--- src/rtl/lhn_cam_cache_ctrl_if.sv ---
// Bus bundle for lhn_cam_cache_ctrl: CPU lookup/response, flush, tag CAM port and memory fetch.
// master = the controller, slave = the surrounding CPU/CAM/memory side.
interface lhn_cam_cache_ctrl_if #(
    parameter int unsigned TAG_W  = 9,
    parameter int unsigned SET_W  = 3,
    parameter int unsigned WORD_W = 3
);
    logic                            req_valid;
    logic [TAG_W+SET_W+WORD_W-1:0]   req_addr;
    logic                            req_ready;
    logic                            flush;
    logic                            resp_valid;
    logic                            resp_hit;
    logic                            resp_way;
    logic                            cam_rd_n;
    logic                            cam_we_n;
    logic [SET_W:0]                  cam_addrs;
    logic [TAG_W-1:0]                cam_din;
    logic [TAG_W-1:0]                cam_dout;
    logic                            mem_req;
    logic [TAG_W+SET_W-1:0]          mem_addr;
    logic                            mem_ack;

    modport master (
        input  req_valid, req_addr, flush, cam_dout, mem_ack,
        output req_ready, resp_valid, resp_hit, resp_way,
               cam_rd_n, cam_we_n, cam_addrs, cam_din, mem_req, mem_addr
    );

    modport slave (
        output req_valid, req_addr, flush, cam_dout, mem_ack,
        input  req_ready, resp_valid, resp_hit, resp_way,
               cam_rd_n, cam_we_n, cam_addrs, cam_din, mem_req, mem_addr
    );
endinterface

--- src/rtl/lhn_cam_cache_ctrl.sv ---
// Lookup/fill sequencer for a 2-way tag CAM; valid and LRU bits live here, tags in the CAM.
// Define LHN_CAM_CTRL_STATS_EN to add saturating hit_cnt/miss_cnt outputs.
module lhn_cam_cache_ctrl #(
    parameter int unsigned TAG_W  = 9,
    parameter int unsigned SET_W  = 3,
    parameter int unsigned WORD_W = 3
) (
    input  logic                      clk,
    input  logic                      rst_n,
    lhn_cam_cache_ctrl_if.master      bus
`ifdef LHN_CAM_CTRL_STATS_EN
    ,
    output logic [15:0]               hit_cnt,
    output logic [15:0]               miss_cnt
`endif
);
    localparam int unsigned NumSets = 1 << SET_W;
    localparam int unsigned AddrW   = TAG_W + SET_W + WORD_W;

    typedef enum logic [2:0] {StIdle, StRd0, StRd1, StCmp, StFill, StTwr, StResp} state_e;

    state_e                    state_q, state_d;
    logic [TAG_W-1:0]          tag_q, t0_q, t1_q;
    logic [SET_W-1:0]          set_q;
    logic [NumSets-1:0][1:0]   valid_q;
    logic [NumSets-1:0]        lru_q;
    logic                      hit_q, way_q, flush_pend_q;
    logic                      accept, flush_now, hit0, hit1, victim;
    logic                      unused_word;

    assign unused_word = ^bus.req_addr[WORD_W-1:0];
    assign accept      = bus.req_valid & bus.req_ready;
    assign flush_now   = (state_q == StIdle) & (bus.flush | flush_pend_q);
    assign hit0        = valid_q[set_q][0] & (t0_q == tag_q);
    assign hit1        = valid_q[set_q][1] & (t1_q == tag_q);
    // Fill empty ways first, otherwise the LRU bit names the way to replace.
    assign victim      = !valid_q[set_q][0] ? 1'b0 :
                         !valid_q[set_q][1] ? 1'b1 : lru_q[set_q];

    always_ff @(posedge clk) begin
        if (!rst_n) begin
            state_q <= StIdle;
        end else begin
            state_q <= state_d;
        end
    end

    always_comb begin
        state_d = state_q;
        unique case (state_q)
            StIdle:  if (accept) state_d = StRd0;
            StRd0:   state_d = StRd1;
            StRd1:   state_d = StCmp;
            StCmp:   state_d = (hit0 | hit1) ? StResp : StFill;
            StFill:  if (bus.mem_ack) state_d = StTwr;
            StTwr:   state_d = StResp;
            StResp:  state_d = StIdle;
            default: state_d = StIdle;
        endcase
    end

    always_comb begin
        bus.req_ready  = (state_q == StIdle) & ~flush_pend_q & ~bus.flush;
        bus.resp_valid = 1'b0;
        bus.resp_hit   = 1'b0;
        bus.resp_way   = 1'b0;
        bus.cam_rd_n   = 1'b1;
        bus.cam_we_n   = 1'b1;
        bus.cam_addrs  = '0;
        bus.cam_din    = '0;
        bus.mem_req    = 1'b0;
        bus.mem_addr   = '0;
        unique case (state_q)
            StRd0: begin
                bus.cam_rd_n  = 1'b0;
                bus.cam_addrs = {set_q, 1'b0};
            end
            StRd1: begin
                bus.cam_rd_n  = 1'b0;
                bus.cam_addrs = {set_q, 1'b1};
            end
            StFill: begin
                bus.mem_req  = 1'b1;
                bus.mem_addr = {tag_q, set_q};
            end
            StTwr: begin
                bus.cam_we_n  = 1'b0;
                bus.cam_addrs = {set_q, way_q};
                bus.cam_din   = tag_q;
            end
            StResp: begin
                bus.resp_valid = 1'b1;
                bus.resp_hit   = hit_q;
                bus.resp_way   = way_q;
            end
            default: ;
        endcase
    end

    always_ff @(posedge clk) begin
        if (!rst_n) begin
            tag_q        <= '0;
            set_q        <= '0;
            t0_q         <= '0;
            t1_q         <= '0;
            hit_q        <= 1'b0;
            way_q        <= 1'b0;
            valid_q      <= '0;
            lru_q        <= '0;
            flush_pend_q <= 1'b0;
        end else begin
            if (accept) begin
                tag_q <= bus.req_addr[AddrW-1 -: TAG_W];
                set_q <= bus.req_addr[SET_W+WORD_W-1 -: SET_W];
            end
            if (state_q == StRd0) t0_q <= bus.cam_dout;
            if (state_q == StRd1) t1_q <= bus.cam_dout;
            if (state_q == StCmp) begin
                hit_q <= hit0 | hit1;
                way_q <= (hit0 | hit1) ? ~hit0 : victim;
            end
            if (state_q == StTwr)  valid_q[set_q][way_q] <= 1'b1;
            if (state_q == StResp) lru_q[set_q] <= ~way_q;
            // A flush seen while busy waits for the next IDLE cycle.
            if (flush_now) begin
                valid_q      <= '0;
                lru_q        <= '0;
                flush_pend_q <= 1'b0;
            end else if (bus.flush) begin
                flush_pend_q <= 1'b1;
            end
        end
    end

`ifdef LHN_CAM_CTRL_STATS_EN
    always_ff @(posedge clk) begin
        if (!rst_n) begin
            hit_cnt  <= '0;
            miss_cnt <= '0;
        end else if (state_q == StResp) begin
            if (hit_q) begin
                if (hit_cnt != 16'hFFFF) hit_cnt <= hit_cnt + 16'd1;
            end else begin
                if (miss_cnt != 16'hFFFF) miss_cnt <= miss_cnt + 16'd1;
            end
        end
    end
`endif
endmodule

--- src/flat_wrapper.sv ---
// flat-port wrapper written by rule: the top's interface ports become plain ports
module lhn_cam_cache_ctrl_flat 
#(
    parameter int unsigned TAG_W  = 9,
    parameter int unsigned SET_W  = 3,
    parameter int unsigned WORD_W = 3
)
  (clk, rst_n, bus_req_valid, bus_req_addr, bus_flush, bus_cam_dout, bus_mem_ack, bus_req_ready, bus_resp_valid, bus_resp_hit, bus_resp_way, bus_cam_rd_n, bus_cam_we_n, bus_cam_addrs, bus_cam_din, bus_mem_req, bus_mem_addr);
  lhn_cam_cache_ctrl_if #(.TAG_W(TAG_W), .SET_W(SET_W), .WORD_W(WORD_W)) bus_i ();
  input  logic clk;
  input  logic rst_n;
  input wire logic [$bits(bus_i.req_valid)-1:0] bus_req_valid;
  input wire logic [$bits(bus_i.req_addr)-1:0] bus_req_addr;
  input wire logic [$bits(bus_i.flush)-1:0] bus_flush;
  input wire logic [$bits(bus_i.cam_dout)-1:0] bus_cam_dout;
  input wire logic [$bits(bus_i.mem_ack)-1:0] bus_mem_ack;
  output wire logic [$bits(bus_i.req_ready)-1:0] bus_req_ready;
  output wire logic [$bits(bus_i.resp_valid)-1:0] bus_resp_valid;
  output wire logic [$bits(bus_i.resp_hit)-1:0] bus_resp_hit;
  output wire logic [$bits(bus_i.resp_way)-1:0] bus_resp_way;
  output wire logic [$bits(bus_i.cam_rd_n)-1:0] bus_cam_rd_n;
  output wire logic [$bits(bus_i.cam_we_n)-1:0] bus_cam_we_n;
  output wire logic [$bits(bus_i.cam_addrs)-1:0] bus_cam_addrs;
  output wire logic [$bits(bus_i.cam_din)-1:0] bus_cam_din;
  output wire logic [$bits(bus_i.mem_req)-1:0] bus_mem_req;
  output wire logic [$bits(bus_i.mem_addr)-1:0] bus_mem_addr;
  assign bus_i.req_valid = bus_req_valid;
  assign bus_i.req_addr = bus_req_addr;
  assign bus_i.flush = bus_flush;
  assign bus_i.cam_dout = bus_cam_dout;
  assign bus_i.mem_ack = bus_mem_ack;
  assign bus_req_ready = bus_i.req_ready;
  assign bus_resp_valid = bus_i.resp_valid;
  assign bus_resp_hit = bus_i.resp_hit;
  assign bus_resp_way = bus_i.resp_way;
  assign bus_cam_rd_n = bus_i.cam_rd_n;
  assign bus_cam_we_n = bus_i.cam_we_n;
  assign bus_cam_addrs = bus_i.cam_addrs;
  assign bus_cam_din = bus_i.cam_din;
  assign bus_mem_req = bus_i.mem_req;
  assign bus_mem_addr = bus_i.mem_addr;
  lhn_cam_cache_ctrl #(.TAG_W(TAG_W), .SET_W(SET_W), .WORD_W(WORD_W)) u_core (.clk(clk), .rst_n(rst_n), .bus(bus_i));
endmodule
--- config.mk ---
export PLATFORM = sky130hd
export DESIGN_NAME = lhn_cam_cache_ctrl_flat
export DESIGN_NICKNAME = d
export VERILOG_FILES = /design/src/rtl/lhn_cam_cache_ctrl_if.sv /design/src/rtl/lhn_cam_cache_ctrl.sv /design/src/flat_wrapper.sv
export SDC_FILE = /design/constraint.sdc
export NUM_CORES = 1
export LEC_CHECK = 0
export CAP_MARGIN = 20
export CORE_AREA = 2 2 80 82
export DETAILED_ROUTE_END_ITERATION = 6
export DIE_AREA = 0 0 82 84
export PLACE_DENSITY_LB_ADDON = 0.1
export SYNTH_ARGS = -nofsm -noshare
export SYNTH_HDL_FRONTEND = slang
export SYNTH_SLANG_ARGS = --single-unit
--- constraint.sdc ---
create_clock -name clk -period 2.2 [get_ports clk]
set_input_delay 0.44 -clock clk [delete_from_list [all_inputs] [get_ports clk]]
set_output_delay 0.44 -clock clk [all_outputs]
set_load 0.02 [all_outputs]
Word level (Yosys, flattened, before mapping):

Cells that the tools add are included.

* flip-flop bits (word level): 60
* bits of input ports: 29
* output and inout port bits: 32
* word-level logic and storage cells: 78

* $lt $le $gt $ge: 4
* eq/ne operators: 10
* mux-type cells: 27
* bitwise gates (word level): 14
* reductions and logical operators: 6

Operator list (number)
* equality test 9 bit: 2
* one-hot mux 3 bit (6 select lines): 1
* bitwise OR 16 bit: 1
* two-way mux 1 bit: 12
* two-way mux 12 bit: 1
* one-hot mux 4 bit (3 select lines): 1
* equality test 3 bit (second input constant): 3
* two-way mux 9 bit: 1
* bitwise mux 8 bit: 1
* AND 1 bit: 6
* binary-select mux 2 bit (select 3 bit): 1
* demux 2 bit (select 3 bit): 1
* equality test 3 x 2 -> 1 bit (second input constant): 2
* two-way mux 2 bit: 3
* two-way mux 3 bit: 2
* inverter 1 bit: 5
* less-than comparator 3 x 4 -> 1 bit (second input constant): 1
* OR reduction 2 bit: 2
* binary-select mux 1 bit (select 3 bit): 1
* demux 1 bit (select 3 bit): 1
* equality test 3 x 1 -> 1 bit (second input constant): 1
* greater-or-equal comparator 3 x 1 -> 1 bit (second input constant): 1
* logical NOT 3 bit: 1
* logical AND 1 bit: 2
* 7 further kinds: 8

Depth between registers and ports, before layout:

* word-level depth: 7
* mapped depth: 7
* mapped depth without buffers: 6

Least setup slack after synthesis:

Ideal clock, no wire load.

* path kind: register to output
* from: register u_core.state_q[2]
* to: output bus_mem_addr[10]
* arrival: 1.454 ns
* required time: 1.760 ns
* setup slack: 0.306 ns
* cell stages (with the launch flop): 6
* buffers on the path: 2
* cell sequence: dfxtp_1 buf_4 inv_1 nor3_1 clkbuf_1 and2_1

* word-level cells in the longest chain between the ends: 2

RTL lines
* start, declared: RTL line lhn_cam_cache_ctrl.sv:22 `state_e state_q, state_d;`
* start signal, assigned: RTL line lhn_cam_cache_ctrl.sv:42 `state_q <= StIdle;`
* start signal, assigned: RTL line lhn_cam_cache_ctrl.sv:44 `state_q <= state_d;`
* equality test 3 bit: RTL line lhn_cam_cache_ctrl.sv:73 `unique case (state_q)`
* two-way mux 12 bit: RTL line lhn_cam_cache_ctrl.sv:73
* end, declared: RTL line flat_wrapper.sv:26 `output wire logic [$bits(bus_i.mem_addr)-1:0] bus_mem_addr;`

No other way between the ends.

Final worst setup path:

* from: register u_core.state_q[1]
* to: output bus_cam_rd_n

* word-level cells in the longest chain between the ends: 3
* elaborated cells between the ends (all ways): 4
* those cells by class: 2 x eq/ne; 1 x mux; 1 x reduce/logical

RTL lines
* equality test 3 x 2 -> 1 bit / equality test 3 x 1 -> 1 bit (equally long branches): RTL line lhn_cam_cache_ctrl.sv:73
* OR reduction 2 bit (no source line) *
* two-way mux 1 bit *: RTL line lhn_cam_cache_ctrl.sv:73
* end, declared: RTL line flat_wrapper.sv:21 `output wire logic [$bits(bus_i.cam_rd_n)-1:0] bus_cam_rd_n;`

Every way passes the cells marked *; elsewhere a longest branch is shown, timed or not.

==> summary.txt <==
Starting DRT DRC Count -> 104
# DRC -> 0
Die ar. -> 6890 um2
Cell family with most CP delay -> buffers and inverters
First drt pass iteration count -> 4
Worst R2R Start -> u_core.set_q[2]
Largest net degree at the start of global routing -> 25
Post-synth top flop -> dfxtp_1
Post-route met1 wirelength -> 3.34 mm
Inst Count DP -> 474
Worst Path Class, Setup -> register to output pin
Total power draw -> 0.00269 W
Crit path time final -> 2.15 ns
Fmax -> 465 MHz
DP Worst Slack -> -0.0927 ns
Post-synth top area share -> 40.5%
Initial core utilization -> 48.6%
Slack of the critical path -> 0.0472 ns
Syn Inst Count -> 337
Reg2reg setup slack -> 0.23 ns
Synth Area per Inst -> 8.80 um2
Worst path cell trace -> nand2b_2 > a21o_1 > clkdlybuf4s50_1
Die X-Extent -> 82 um
Number of I/O pins -> 61
Cell area after placement -> 3700 um2
Area leader, netlist -> dfxtp_1
Synthesis Warnings -> 0
Synth cell types -> 44
Initial antenna violation count -> 0
Post-route ant nets -> 0
CTS Root Cell -> clkbuf_8
Hold_sp -> u_core.valid_q[9]
Area grow syn2layout -> 31.8%
Via count -> 2623
Net count, final -> 439
Rows -> 29
CTS tree -> done
H-tree Lvls -> 3
Final setup viols -> 0
Most frequent cells in the layout -> 59 x dfxtp_1, 34 x nor2_1, 30 x nand2_1
Synth top area cells -> dfxtp_1 41%, a21boi_0 5.1%, xnor2_1 4.7%
Final instance area -> 3910 um2
Worst r2r dst -> u_core.state_q[1]
Hold EP -> u_core.valid_q[9]
First-pass GRT wire length -> 12.4 mm
WP data required -> 1.76 ns
Worst-skew pair later-pin latency -> 0.33 ns
Critical-path top delay cell -> clkdlybuf4s50_1
Number of synthesized flops with an enable pin -> 0
Final Max Tran Viols -> 0
Fillers -> 572
Grt total ovfl -> 0
Top Metal Used -> met4
Worst-path clk slew -> 0.06 ns
Die height -> 84 um
Largest stage delay on the critical path -> 0.61 ns
Total of max-cap violations -> 0
Layout cells sized above 1 -> 17.1%
HPWL after DPL -> 5.36 mm
RSZ-0062 raised after global routing -> no
Number of CTS-inserted buffers -> 9
GR Util All Layers -> 23.8%
Clk_skew -> 0.00698 ns
DR WL met3 -> 289 um
Met2 WL post-DR -> 3.91 mm
Worst-Margin Slew -> 0.653 ns
Core ar. -> 6100 um2
Post-route clock period utilization -> 97.9%
Worst Reg-to-Reg Cells -> 6
Cell area power density -> 688 nW/um2
Syn nets -> 366
Seq/Total Area, Yosys -> 40.5%
Final WL -> 7.60 mm
Avg Vias per Cell -> 5.33
Synthesized flop and latch total -> 60
Crit path DAT -> 1.71 ns
Hold Violations, Final -> 0
Finished Layout Cells -> 492
Cell depth of the worst hold path -> 2
Startpoint types -> register
ANT cells -> 0
Clk buf depth -> 2
Peak supply drop -> 0.450 mV
Most common cell after layout, fill and taps aside -> dfxtp_1
Post-synthesis cell area -> 2970 um2
Worst hold slack -> 0.466 ns
Sink Count -> 60
Hold Crit Class -> register to register
Status -> complete, no violations
Worst setup EP type -> output pin
Critical Path Fanout Max -> 5
I/O Buffers -> 57
RD Place Congestion -> 0.831
Leak Pwr -> 1.53 nW
Via count of the first global-routing pass -> 2502
Slew margin rel. -> 56.1%
DR WL/cell -> 15.4 um
Worst path bufs/invs -> 1
Post-synth ARST share -> 0%
-- state kept, by name, summed over array words and instances, names as in the netlist, 3 cells and up --
signal	cells
u_core.t0_q	9
u_core.valid_q	16
u_core.t1_q	9
u_core.set_q	3
u_core.tag_q	9
u_core.lru_q	8
u_core.state_q	3
-- report_power, final --
part	switching (W)	internal, W	leakage (nW)
sequential	0.0000494	0.00113	0.487
clock	0.000420	0.000663	0.113
combinational	0.000226	0.000204	0.931
-- per-stage QoR --
| step | setup TNS [ns] | utilization, % |
|---|---|---|
| after floorplan | 0 | - |
| after detailed placement | -0.0927 | 60.7 |
| after global placement | -0.101 | 60.7 |
| final | 0 | 64.1 |
| after global routing | 0 | 64.1 |
| after CTS | 0 | 64.4 |
-- synthesized netlist by cell type (8+ instances only) --
cell type and instances:
a21boi_0 20, xnor2_1 16, mux2i_1 13, nor2_1 34
and2_1 22, a21oi_1 15, nand2_1 30, dfxtp_1 60
nor2b_1 13, nand3_1 14, o21ai_0 13, nor3_1 8
clkbuf_1 10
-- metal layers --
metal | track usage, % | vias to the layer above
li1 | - | 1307
met1 | 30.0 | 1244
met2 | 39.8 | 66
met3 | 4.87 | 6
met4 | 8.18 | 0
met5 | 0 | -
-- tightest hold or removal path, stage by stage, from the launching register on --
cell and delay [ns]:
dfxtp_1 0.32, a21oi_1 0.04, nor2_1 0.07
-- layout make-up --
| class | count | area, um2 | share of cell area, % |
|---|---|---|---|
| repair buffers | 83 | 728 | 18.6 |
| flip-flops and latches | 60 | 1200 | 30.8 |
| well taps | 77 | 96.3 | 2.47 |
| clock buffers | 11 | 141 | 3.62 |
| clock inverters | 5 | 75.1 | 1.92 |
| inverters | 5 | 18.8 | 0.480 |
| multi-input cells | 251 | 1640 | 42.0 |
-- timing repair --
| item | CTS | global route |
|---|---|---|
| setup buffers | 2 | 0 |
| resized for setup | 53 | 10 |
| setup endpoints to repair | 32 | 16 |
| hold buffers | 0 | 0 |
-- worst max-delay path by stage --
stage	start	endpoint	slack (ns)	cells past startpoint
floorplan	u_core.state_q[2]	bus_mem_addr[10]	0.31	5
global placement	bus_flush	bus_req_ready	-0.10	3
detailed placement	bus_flush	bus_req_ready	-0.09	3
CTS	u_core.state_q[2]	bus_mem_addr[3]	0.006	6
global route	u_core.state_q[2]	bus_cam_din[5]	0.002	6
finish	u_core.state_q[1]	bus_cam_rd_n	0.05	3
-- cells by family (layout without fill, tap and decap cells) --
| logic type | after synthesis | after routing | synth area share [%] |
|---|---|---|---|
| and+or+nand+nor | 143 | 143 | 24.9 |
| buffers and inverters | 26 | 104 | 4.35 |
| AOI/OAI and AO/OA | 69 | 69 | 15.3 |
| DFF | 60 | 60 | 40.5 |
| muxes | 21 | 21 | 9.58 |
| xor gates and xnor gates | 18 | 18 | 5.32 |
Power figures use the tool's default switching activity.
